===== config.mk =====
export PLATFORM = sky130hd
export DESIGN_NAME = teststructure_freq_counter
export DESIGN_NICKNAME = d
export VERILOG_FILES = /design/src/rtl/tsfc_pkg.sv /design/src/rtl/tsfc_sync_edge.sv /design/src/rtl/teststructure_freq_counter.sv
export SDC_FILE = /design/constraint.sdc
export NUM_CORES = 1
export LEC_CHECK = 0
export BUFFER_PORTS_ARGS = -buffer_cell sky130_fd_sc_hd__buf_2
export CORE_UTILIZATION = 45
export CTS_BUF_LIST = sky130_fd_sc_hd__clkbuf_16
export CTS_CLUSTER_SIZE = 8
export DETAILED_ROUTE_END_ITERATION = 10
export HOLD_SLACK_MARGIN = 0.05
export PLACE_DENSITY = 0.76
export SETUP_SLACK_MARGIN = 0.02
export SYNTH_ARGS = -nofsm -noshare
export SYNTH_HDL_FRONTEND = slang
export SYNTH_SLANG_ARGS = --single-unit

===== constraint.sdc =====
create_clock -name wb_clk_i -period 3.5 [get_ports wb_clk_i]
set_input_delay 0.175 -clock wb_clk_i [delete_from_list [all_inputs] [get_ports wb_clk_i]]
set_output_delay 0.175 -clock wb_clk_i [all_outputs]
set_load 0.01 [all_outputs]

===== src/rtl/tsfc_pkg.sv =====
// Shared register map, bit positions and FSM state type for the test-structure
// frequency counter.
package tsfc_pkg;

    localparam logic [7:0] TSFC_CTRL   = 8'h00;
    localparam logic [7:0] TSFC_GATE   = 8'h04;
    localparam logic [7:0] TSFC_STATUS = 8'h08;
    localparam logic [7:0] TSFC_COUNT  = 8'h0C;

    localparam int unsigned CTRL_START    = 0;
    localparam int unsigned CTRL_ABORT    = 1;
    localparam int unsigned CTRL_IRQ_MASK = 2;
    localparam int unsigned CTRL_SEL_LSB  = 8;

    localparam int unsigned STAT_BUSY = 0;
    localparam int unsigned STAT_DONE = 1;
    localparam int unsigned STAT_OVF  = 2;

    typedef enum logic [1:0] {IDLE, SETTLE, COUNT, DONE} tsfc_state_e;

endpackage


===== src/rtl/tsfc_sync_edge.sv =====
// Two-flop synchronizer for one asynchronous bit followed by a registered
// rising-edge detector; pulse_o lags the input edge by three clocks.
module tsfc_sync_edge (
    input  logic clk_i,
    input  logic rst_i,
    input  logic sig_i,
    output logic pulse_o
);

    logic meta_q, sync_q, prev_q, pulse_q;

    always_ff @(posedge clk_i) begin
        if (rst_i) begin
            meta_q  <= 1'b0;
            sync_q  <= 1'b0;
            prev_q  <= 1'b0;
            pulse_q <= 1'b0;
        end else begin
            meta_q  <= sig_i;
            sync_q  <= meta_q;
            prev_q  <= sync_q;
            pulse_q <= sync_q & ~prev_q;
        end
    end

    assign pulse_o = pulse_q;

endmodule


===== src/rtl/teststructure_freq_counter.sv =====
// Wishbone-controlled frequency counter for the test-structure array.
// Optional interrupt output and CTRL mask bit are enabled by defining TSFC_IRQ_EN.
module teststructure_freq_counter
    import tsfc_pkg::*;
#(
    parameter logic [31:0] BASE_ADDR  = 32'h3000_0100,
    parameter int unsigned N_TS       = 16,
    parameter int unsigned COUNT_W    = 24,
    parameter int unsigned GATE_W     = 24,
    parameter int unsigned SETTLE_CYC = 16
) (
    input  logic            wb_clk_i,
    input  logic            wb_rst_i,
    input  logic            wbs_cyc_i,
    input  logic            wbs_stb_i,
    input  logic            wbs_we_i,
    input  logic [3:0]      wbs_sel_i,
    input  logic [31:0]     wbs_adr_i,
    input  logic [31:0]     wbs_dat_i,
    output logic            wbs_ack_o,
    output logic [31:0]     wbs_dat_o,
    input  logic [N_TS-1:0] ts_sig_i,
    output logic [N_TS-1:0] ts_en_o,
    output logic            irq_o
);

    localparam int unsigned IDX_W    = (N_TS > 1) ? $clog2(N_TS) : 1;
    localparam int unsigned SETTLE_W = $clog2(SETTLE_CYC + 1);

    tsfc_state_e         state_q;
    logic                ack_q;
    logic [31:0]         dat_q;
    logic [7:0]          sel_q;
    logic [IDX_W-1:0]    run_sel_q;
    logic [GATE_W-1:0]   gate_q, timer_q;
    logic [COUNT_W-1:0]  count_q;
    logic [SETTLE_W-1:0] settle_q;
    logic [N_TS-1:0]     ts_en_q;
    logic                done_q, ovf_q, pulse, irq_mask_rd;
    logic [31:0]         rd_data;

    logic       hit, wr, wr_ctrl, wr_gate, wr_status, start_req, abort_req, sel_bad;
    logic [7:0] wr_sel;
    logic       unused;

    assign hit       = wbs_cyc_i & wbs_stb_i & (wbs_adr_i[31:8] == BASE_ADDR[31:8]) & ~ack_q;
    assign wr        = hit & wbs_we_i;
    assign wr_ctrl   = wr & (wbs_adr_i[7:0] == TSFC_CTRL);
    assign wr_gate   = wr & (wbs_adr_i[7:0] == TSFC_GATE);
    assign wr_status = wr & (wbs_adr_i[7:0] == TSFC_STATUS);
    assign abort_req = wr_ctrl & wbs_dat_i[CTRL_ABORT];
    assign start_req = wr_ctrl & wbs_dat_i[CTRL_START] & ~wbs_dat_i[CTRL_ABORT];
    assign wr_sel    = wbs_dat_i[CTRL_SEL_LSB +: 8];
    assign sel_bad   = ({24'd0, wr_sel} >= 32'(N_TS));
    assign unused    = ^{wbs_sel_i, wbs_dat_i};

    tsfc_sync_edge u_sync_edge (
        .clk_i   (wb_clk_i),
        .rst_i   (wb_rst_i),
        .sig_i   (ts_sig_i[run_sel_q]),
        .pulse_o (pulse)
    );

    always_comb begin
        rd_data = '0;
        case (wbs_adr_i[7:0])
            TSFC_CTRL: begin
                rd_data[CTRL_SEL_LSB +: 8] = sel_q;
                rd_data[CTRL_IRQ_MASK]     = irq_mask_rd;
            end
            TSFC_GATE:   rd_data = 32'(gate_q);
            TSFC_STATUS: rd_data = {29'd0, ovf_q, done_q, state_q != IDLE};
            TSFC_COUNT:  rd_data = 32'(count_q);
            default:     rd_data = '0;
        endcase
    end

    always_ff @(posedge wb_clk_i) begin
        if (wb_rst_i) begin
            state_q   <= IDLE;
            ack_q     <= 1'b0;
            dat_q     <= '0;
            sel_q     <= '0;
            run_sel_q <= '0;
            gate_q    <= '0;
            timer_q   <= '0;
            count_q   <= '0;
            settle_q  <= '0;
            ts_en_q   <= '0;
            done_q    <= 1'b0;
            ovf_q     <= 1'b0;
        end else begin
            ack_q <= hit;
            dat_q <= (hit & ~wbs_we_i) ? rd_data : '0;
            if (wr_gate) gate_q <= wbs_dat_i[GATE_W-1:0];
            if (wr_ctrl) sel_q <= wr_sel;
            if (wr_status && wbs_dat_i[STAT_DONE]) done_q <= 1'b0;

            // Abort overrides everything, leaving done and the partial count alone.
            if (abort_req) begin
                state_q <= IDLE;
                ts_en_q <= '0;
            end else begin
                unique case (state_q)
                    IDLE: begin
                        if (start_req && sel_bad) begin
                            done_q  <= 1'b1;
                            ovf_q   <= 1'b0;
                            count_q <= '0;
                        end else if (start_req) begin
                            state_q   <= SETTLE;
                            run_sel_q <= wr_sel[IDX_W-1:0];
                            ts_en_q   <= N_TS'(1) << wr_sel[IDX_W-1:0];
                            count_q   <= '0;
                            ovf_q     <= 1'b0;
                            done_q    <= 1'b0;
                            settle_q  <= '0;
                            // Gate captured at start so later GATE writes don't disturb the run.
                            timer_q   <= (gate_q == '0) ? GATE_W'(1) : gate_q;
                        end
                    end
                    SETTLE: begin
                        if (settle_q == SETTLE_W'(SETTLE_CYC - 1)) state_q <= COUNT;
                        else settle_q <= settle_q + 1'b1;
                    end
                    COUNT: begin
                        if (pulse) begin
                            if (count_q == '1) ovf_q <= 1'b1;
                            else count_q <= count_q + 1'b1;
                        end
                        if (timer_q == GATE_W'(1)) begin
                            state_q <= DONE;
                            done_q  <= 1'b1;
                            ts_en_q <= '0;
                        end else begin
                            timer_q <= timer_q - 1'b1;
                        end
                    end
                    DONE: state_q <= IDLE;
                endcase
            end
        end
    end

`ifdef TSFC_IRQ_EN
    logic irq_mask_q;

    always_ff @(posedge wb_clk_i) begin
        if (wb_rst_i) irq_mask_q <= 1'b0;
        else if (wr_ctrl) irq_mask_q <= wbs_dat_i[CTRL_IRQ_MASK];
    end

    assign irq_mask_rd = irq_mask_q;
    assign irq_o       = done_q & irq_mask_q;
`else
    assign irq_mask_rd = 1'b0;
    assign irq_o       = 1'b0;
`endif

    assign wbs_ack_o = ack_q;
    assign wbs_dat_o = dat_q;
    assign ts_en_o   = ts_en_q;

endmodule


### After elaboration in Yosys (flattened, before gate mapping)

Cells that the tools add are included.

| word-level totals | value |
|---|---|
| register bits | 146 |
| bits of input ports | 89 |
| output and inout port bits | 50 |
| logic and storage cells | 119 |

| operators by class | value |
|---|---|
| $add $sub $neg | 3 |
| order comparisons | 2 |
| equal/unequal tests | 20 |
| shift operators | 1 |
| muxes and demuxes | 41 |
| bitwise operators | 19 |
| reduce and logical (&&, ||, !) cells | 17 |

Operator list:

| kind | count |
|---|---|
| 24-bit 2-to-1 mux | 8 |
| 24-bit one-hot mux with 2 select lines | 2 |
| 16-bit 2-to-1 mux | 3 |
| 16-bit one-hot mux with 2 select lines | 1 |
| 24-bit by 1-bit adder with 24-bit output, second input constant | 1 |
| 24-bit by 1-bit equality test with 1-bit output, second input constant | 1 |
| 24-bit by 22-bit equality test with 1-bit output, second input constant | 1 |
| 24-bit equality test, second input constant | 1 |
| 24-bit zero test | 1 |
| 8-bit one-hot mux with 3 select lines | 1 |
| 24-bit by 1-bit subtractor with 24-bit output, second input constant | 1 |
| 5-bit one-hot mux with 2 select lines | 2 |
| 5-bit AND reduction | 4 |
| 8-bit by 4-bit equality test with 1-bit output, second input constant | 2 |
| 2-bit != test, second input constant | 8 |
| 8-bit one-hot mux with 2 select lines | 1 |
| 1-bit by 4-bit left shift with 16-bit output, first input constant | 1 |
| 5-bit 2-to-1 mux | 3 |
| 1-bit bitwise AND | 12 |
| 4-bit AND reduction | 3 |
| 1-bit 2-to-1 mux | 10 |
| 8-bit by 3-bit equality test with 1-bit output, second input constant | 1 |
| 8-bit by 5-bit >= comparator with 1-bit output, second input constant | 1 |
| 8-bit zero test | 1 |
| other kinds (18) | 33 |

### Depth between registers and ports, before layout

| logic depth | value |
|---|---|
| word-level depth | 11 |
| gate-level depth with buffers | 10 |
| depth with buffers taken out | 9 |

### Modules after synthesis

From an unflattened synthesis, not the netlist that was laid out.

| second synthesis, totals | value |
|---|---|
| cells, all modules | 801 |
| area, all modules | 6,869.1 µm² |

Modules (own cells, without submodules):

| module | times used | cells each | area each (µm²) | seq. area each (µm²) |
|---|---|---|---|---|
| teststructure_freq_counter | 1 | 793 | 6,757.7 | 2,682.6 |
| tsfc_sync_edge | 1 | 8 | 111.4 | 80.1 |

### Worst setup path after synthesis

Ideal clock, no wire load.

| timing path | value |
|---|---|
| kind | register to register |
| from | register timer_q[16] |
| to | register timer_q[20] |
| setup time | 121 ps |
| arrival | 2,314 ps |
| required time | 3,379 ps |
| slack | 1,065 ps |
| cell stages (with the launch flop) | 10 |
| buffers on the path | 2 |
| period minus slack after synthesis | 2,435 ps |
| cells stage by stage | dfxtp_1 > or4_1 > clkbuf_1 > or4_4 > nor3_4 > o41ai_4 > o211ai_4 > or2_1 > buf_4 > o21ai_1 |

| between the ends | value |
|---|---|
| longest elaborated chain between the ends | 3 |
| elaborated cells on any way between the ends | 6 |
| classes of those cells | 1 x add/sub; 2 x eq/ne; 2 x mux; 1 x reduce/logical |

Ends and longest elaborated chain:

| element | line | RTL |
|---|---|---|
| start: declaration | teststructure_freq_counter.sv:35 | `logic [GATE_W-1:0] gate_q, timer_q;` |
| start signal: assignment | teststructure_freq_counter.sv:119 | `timer_q <= (gate_q == '0) ? GATE_W'(1) : gate_q;` |
| start signal: assignment | teststructure_freq_counter.sv:136 | `timer_q <= timer_q - 1'b1;` |
| 24-bit by 1-bit subtractor with 24-bit output / 24-bit by 1-bit equality test with 1-bit output (equally long branches) | teststructure_freq_counter.sv:136, teststructure_freq_counter.sv:131 |  |
| 24-bit 2-to-1 mux / 2-bit != test (equally long branches) | n/a |  |
| 24-bit one-hot mux with 2 select lines / 5-bit AND reduction (equally long branches) | n/a |  |

Several ways; a longest one is shown, not always the timed one. The select of a mux whose other input is x is not followed.
A chain may end at the register's enable or synchronous reset.

### Worst setup path in the final report

| timing path | value |
|---|---|
| from | register timer_q[16] |
| to | register timer_q[15] |

| between the ends | value |
|---|---|
| longest elaborated chain between the ends | 3 |

Ends and longest elaborated chain:

| element | line | RTL |
|---|---|---|
| 24-bit by 1-bit equality test with 1-bit output | teststructure_freq_counter.sv:131 | `if (timer_q == GATE_W'(1)) begin` |
| 2-bit != test (no source line) | n/a |  |
| 5-bit AND reduction (no source line) | n/a |  |

No other way between the ends.

==> results.ini <==
[outcome]
status = complete, no violations

[timing]
setup_ws_ns = 0.640
fin_crit_sh = 0.817
finalSetupTns_ns = 0
hold_viol = 0
max_freq_mhz = 350
maxSlewHeadroom = 0.444
maxSlewViolCount = 0
tightest_slew_ns = 0.834
grt_setup_unrepaired = false
finalSetupViolations = 0
hold_ws_ns = 0.0676
skew_ns = 0.00529
post-route-min-period_ns = 2.86

[setup_path]
r2r_end = timer_q[15]
r2r_cells = 8
r2r_setup_slack_ns = 0.64
path_max_fanout = 27
critical_path.startpoint = timer_q[16]
crit_required_ns = 3.80
endpoint = timer_q[15]
worstSetupStartpointType = register
cp_data_arrival_time_ns = 3.16
worst-setup-path-type = register to register
worstSetupEndpointType = register
reg2reg_from = timer_q[16]

[drt]
detail_route.first_pass.iterations = 5
ant_nets = 0
drt_wl_total_um = 18300
num_vias = 6471
vias_per_cell = 5.72
wl_per_cell_um = 16.2
drt_iter0_drc = 547
drc = 0

[synthesis]
yosysWarnings = 0
synth_edf_count = 0
async_flop_share = 0
synth_cell_type_count = 66
avgSynthCellArea_um2 = 8.39
synth_ff_type = dfxtp_1
synth_top_area_cell = dfxtp_1
yosysTopAreaCellShare = 0.400
yosys-top-cells-area = dfxtp_1, mux2i_1, nor2_1, a21oi_1, nand3_1
netlist_area_um2 = 6910
yosysSeqAreaShare = 0.400
postSynthCellCount = 823
ys_seq_elements = 138

[clocking]
cts_buffer_depth = 2
clkLatencyLatePin_ns = 0.43
clk_pin_slew_ns = 0.06
htreeDepth = 4
clk_root_buffer_cell = clkbuf_16
cts.sinks = 138
post_cts_buffers = 0
cts_tree = yes
cts_made_buffers = 17

[place]
io_buffers = 117
post-place-ws_ns = 0.671
dp_hpwl_um = 12600
place_congestion = 0.853

[final_layout]
utilization = 0.565
area_delta_synth_final_pct = 20.7
layout-drive-gt1-share = 0.197
nets = 1032
antenna_cells = 0

[power_and_ir_drop]
p_per_area_nw_per_um2 = 435
peakVddDrop_uv = 398
p_leak_nw = 3.43
total_power_mw = 3.62

[floorplan]
initial_core_util = 0.468
rows = 44
fp.dieH_um = 126
io_pins = 139
die_w_um = 126
core_um2 = 14800
dieArea_um2 = 15800

[grt]
grt_pass1_wl_um = 30100
grt_pass1_vias = 6091
grt_max_degree = 42
groute.usage.overall = 0.239
antenna_found_initial = 0
grt_overflow = 0

[run]
maxCapViolCount = 0

[worst_hold_path]
hp-class = input port to register

==> how the worst min path moves through the flow <==
stage / depth (start not counted) / slack [ns] / end / start
2_1_floorplan: 2 / 0.32 / run_sel_q[3] / wbs_dat_i[11]
3_3_place_gp: 1 / 0.37 / u_sync_edge.pulse_o / u_sync_edge.prev_q
3_5_place_dp: 1 / 0.38 / u_sync_edge.pulse_o / u_sync_edge.prev_q
4_1_cts: 3 / 0.05 / sel_q[3] / wbs_dat_i[11]
5_1_grt: 2 / 0.08 / settle_q[2] / wb_rst_i
6_report: 3 / 0.07 / sel_q[3] / wbs_dat_i[11]
==> timing repair <==
action,in CTS,in global routing
resized for setup,0,0
hold buffers,18,0
endpoints found under the hold margin,19,0
endpoints found under the setup margin,0,0
==> final cells by class <==
type                       count  area, um2
inverter                      18       67.6
tap                          184        230
fill                        1364       6420
clock inverter                15        160
sequential                   138       2760
timing repair buffer         149        871
multi-input combinational    611       3820
clock buffer                  17        425
==> power by group <==
| part | internal, mW | total, mW | switching (mW) |
|---|---|---|---|
| combinational | 0.0943 | 0.256 | 0.162 |
| sequential | 1.58 | 1.58 | 0.00403 |
| clock | 1.10 | 1.78 | 0.681 |
==> logic make-up (layout without fill, tap and decap cells) <==
family                   Yosys count  in the layout  share of synthesized area
buffers and inverters             82            199                     0.0527
flip-flops                       138            138                      0.400
AND/OR/NAND/NOR                  353            353                      0.266
other                              1              9                   0.000543
AO/OA/AOI/OAI                    167            167                      0.152
multiplexers                      57             57                     0.0924
adder cells (fa/ha/maj)            8              8                     0.0145
XOR/XNOR                          17             17                     0.0216
==> per-stage QoR <==
stage,cell area (um2),instances
after floorplan,6940,831
after detailed placement,7570,1082
final,8330,1132
after global routing,8330,1132
after global placement,7570,1082
after CTS,8330,1132
==> cell usage in the layout (no fill, tap or decap), drive strengths merged, types with 18 or more instances in the layout <==
master	instances
dfxtp	138
buf	131
nor2	105
a21oi	60
nand2	58
nand3	52
mux2i	48
o21ai	45
inv	20
nor4	20
dlygate4sd3	18
==> layer usage <==
| layer | vias up | GRT usage | wire, um |
|---|---|---|---|
| met5 | - | 0 | 0 |
| met4 | 0 | 0.118 | 562 |
| met3 | 49 | 0.0480 | 1240 |
| met2 | 241 | 0.394 | 8560 |
| met1 | 3026 | 0.300 | 7950 |
| li1 | 3155 | - | - |
==> flip-flops by register name (all words and copies together), names as in the netlist, 2 cells and up <==
name and flops:
count_q 24, gate_q 24, run_sel_q 4, sel_q 8, settle_q 5, state_q 2
timer_q 24, ts_en_o 16, wbs_dat_o 24
==> cells in the mapped netlist, types with 3 or more instances <==
cell type	n
and2_1	11
buf_1	4
nor4_1	15
xnor2_1	4
nand2_1	58
buf_2	3
buf_4	10
a31oi_1	7
and3_1	9
nor3_1	16
nor2b_1	14
o2111ai_1	4
o21ai_0	34
o31ai_1	3
nor2_1	105
or3_1	7
o2bb2ai_1	3
ha_1	8
clkbuf_1	45
dfxtp_1	138
o21ai_1	10
nand4_1	17
xor2_1	13
and4_1	10
a22oi_1	5
a21o_1	6
nand2b_1	11
mux2_2	4
nand3b_1	3
mux4_2	5
o22ai_1	7
inv_1	18
mux2i_1	48
o211ai_1	11
or4_1	7
nor4_2	4
nand3_1	52
a21oi_1	60
==> critical path, cell delays in order (launching register included) <==
cell and delay [ns]:
dfxtp_1 0.34, or4_1 0.63, or4_4 0.50, nor3_4 0.25, o41ai_4 0.24, o211ai_4 0.15, buf_4 0.33, mux2i_1 0.22
a21oi_1 0.07
(Power assumes the default switching activity.)
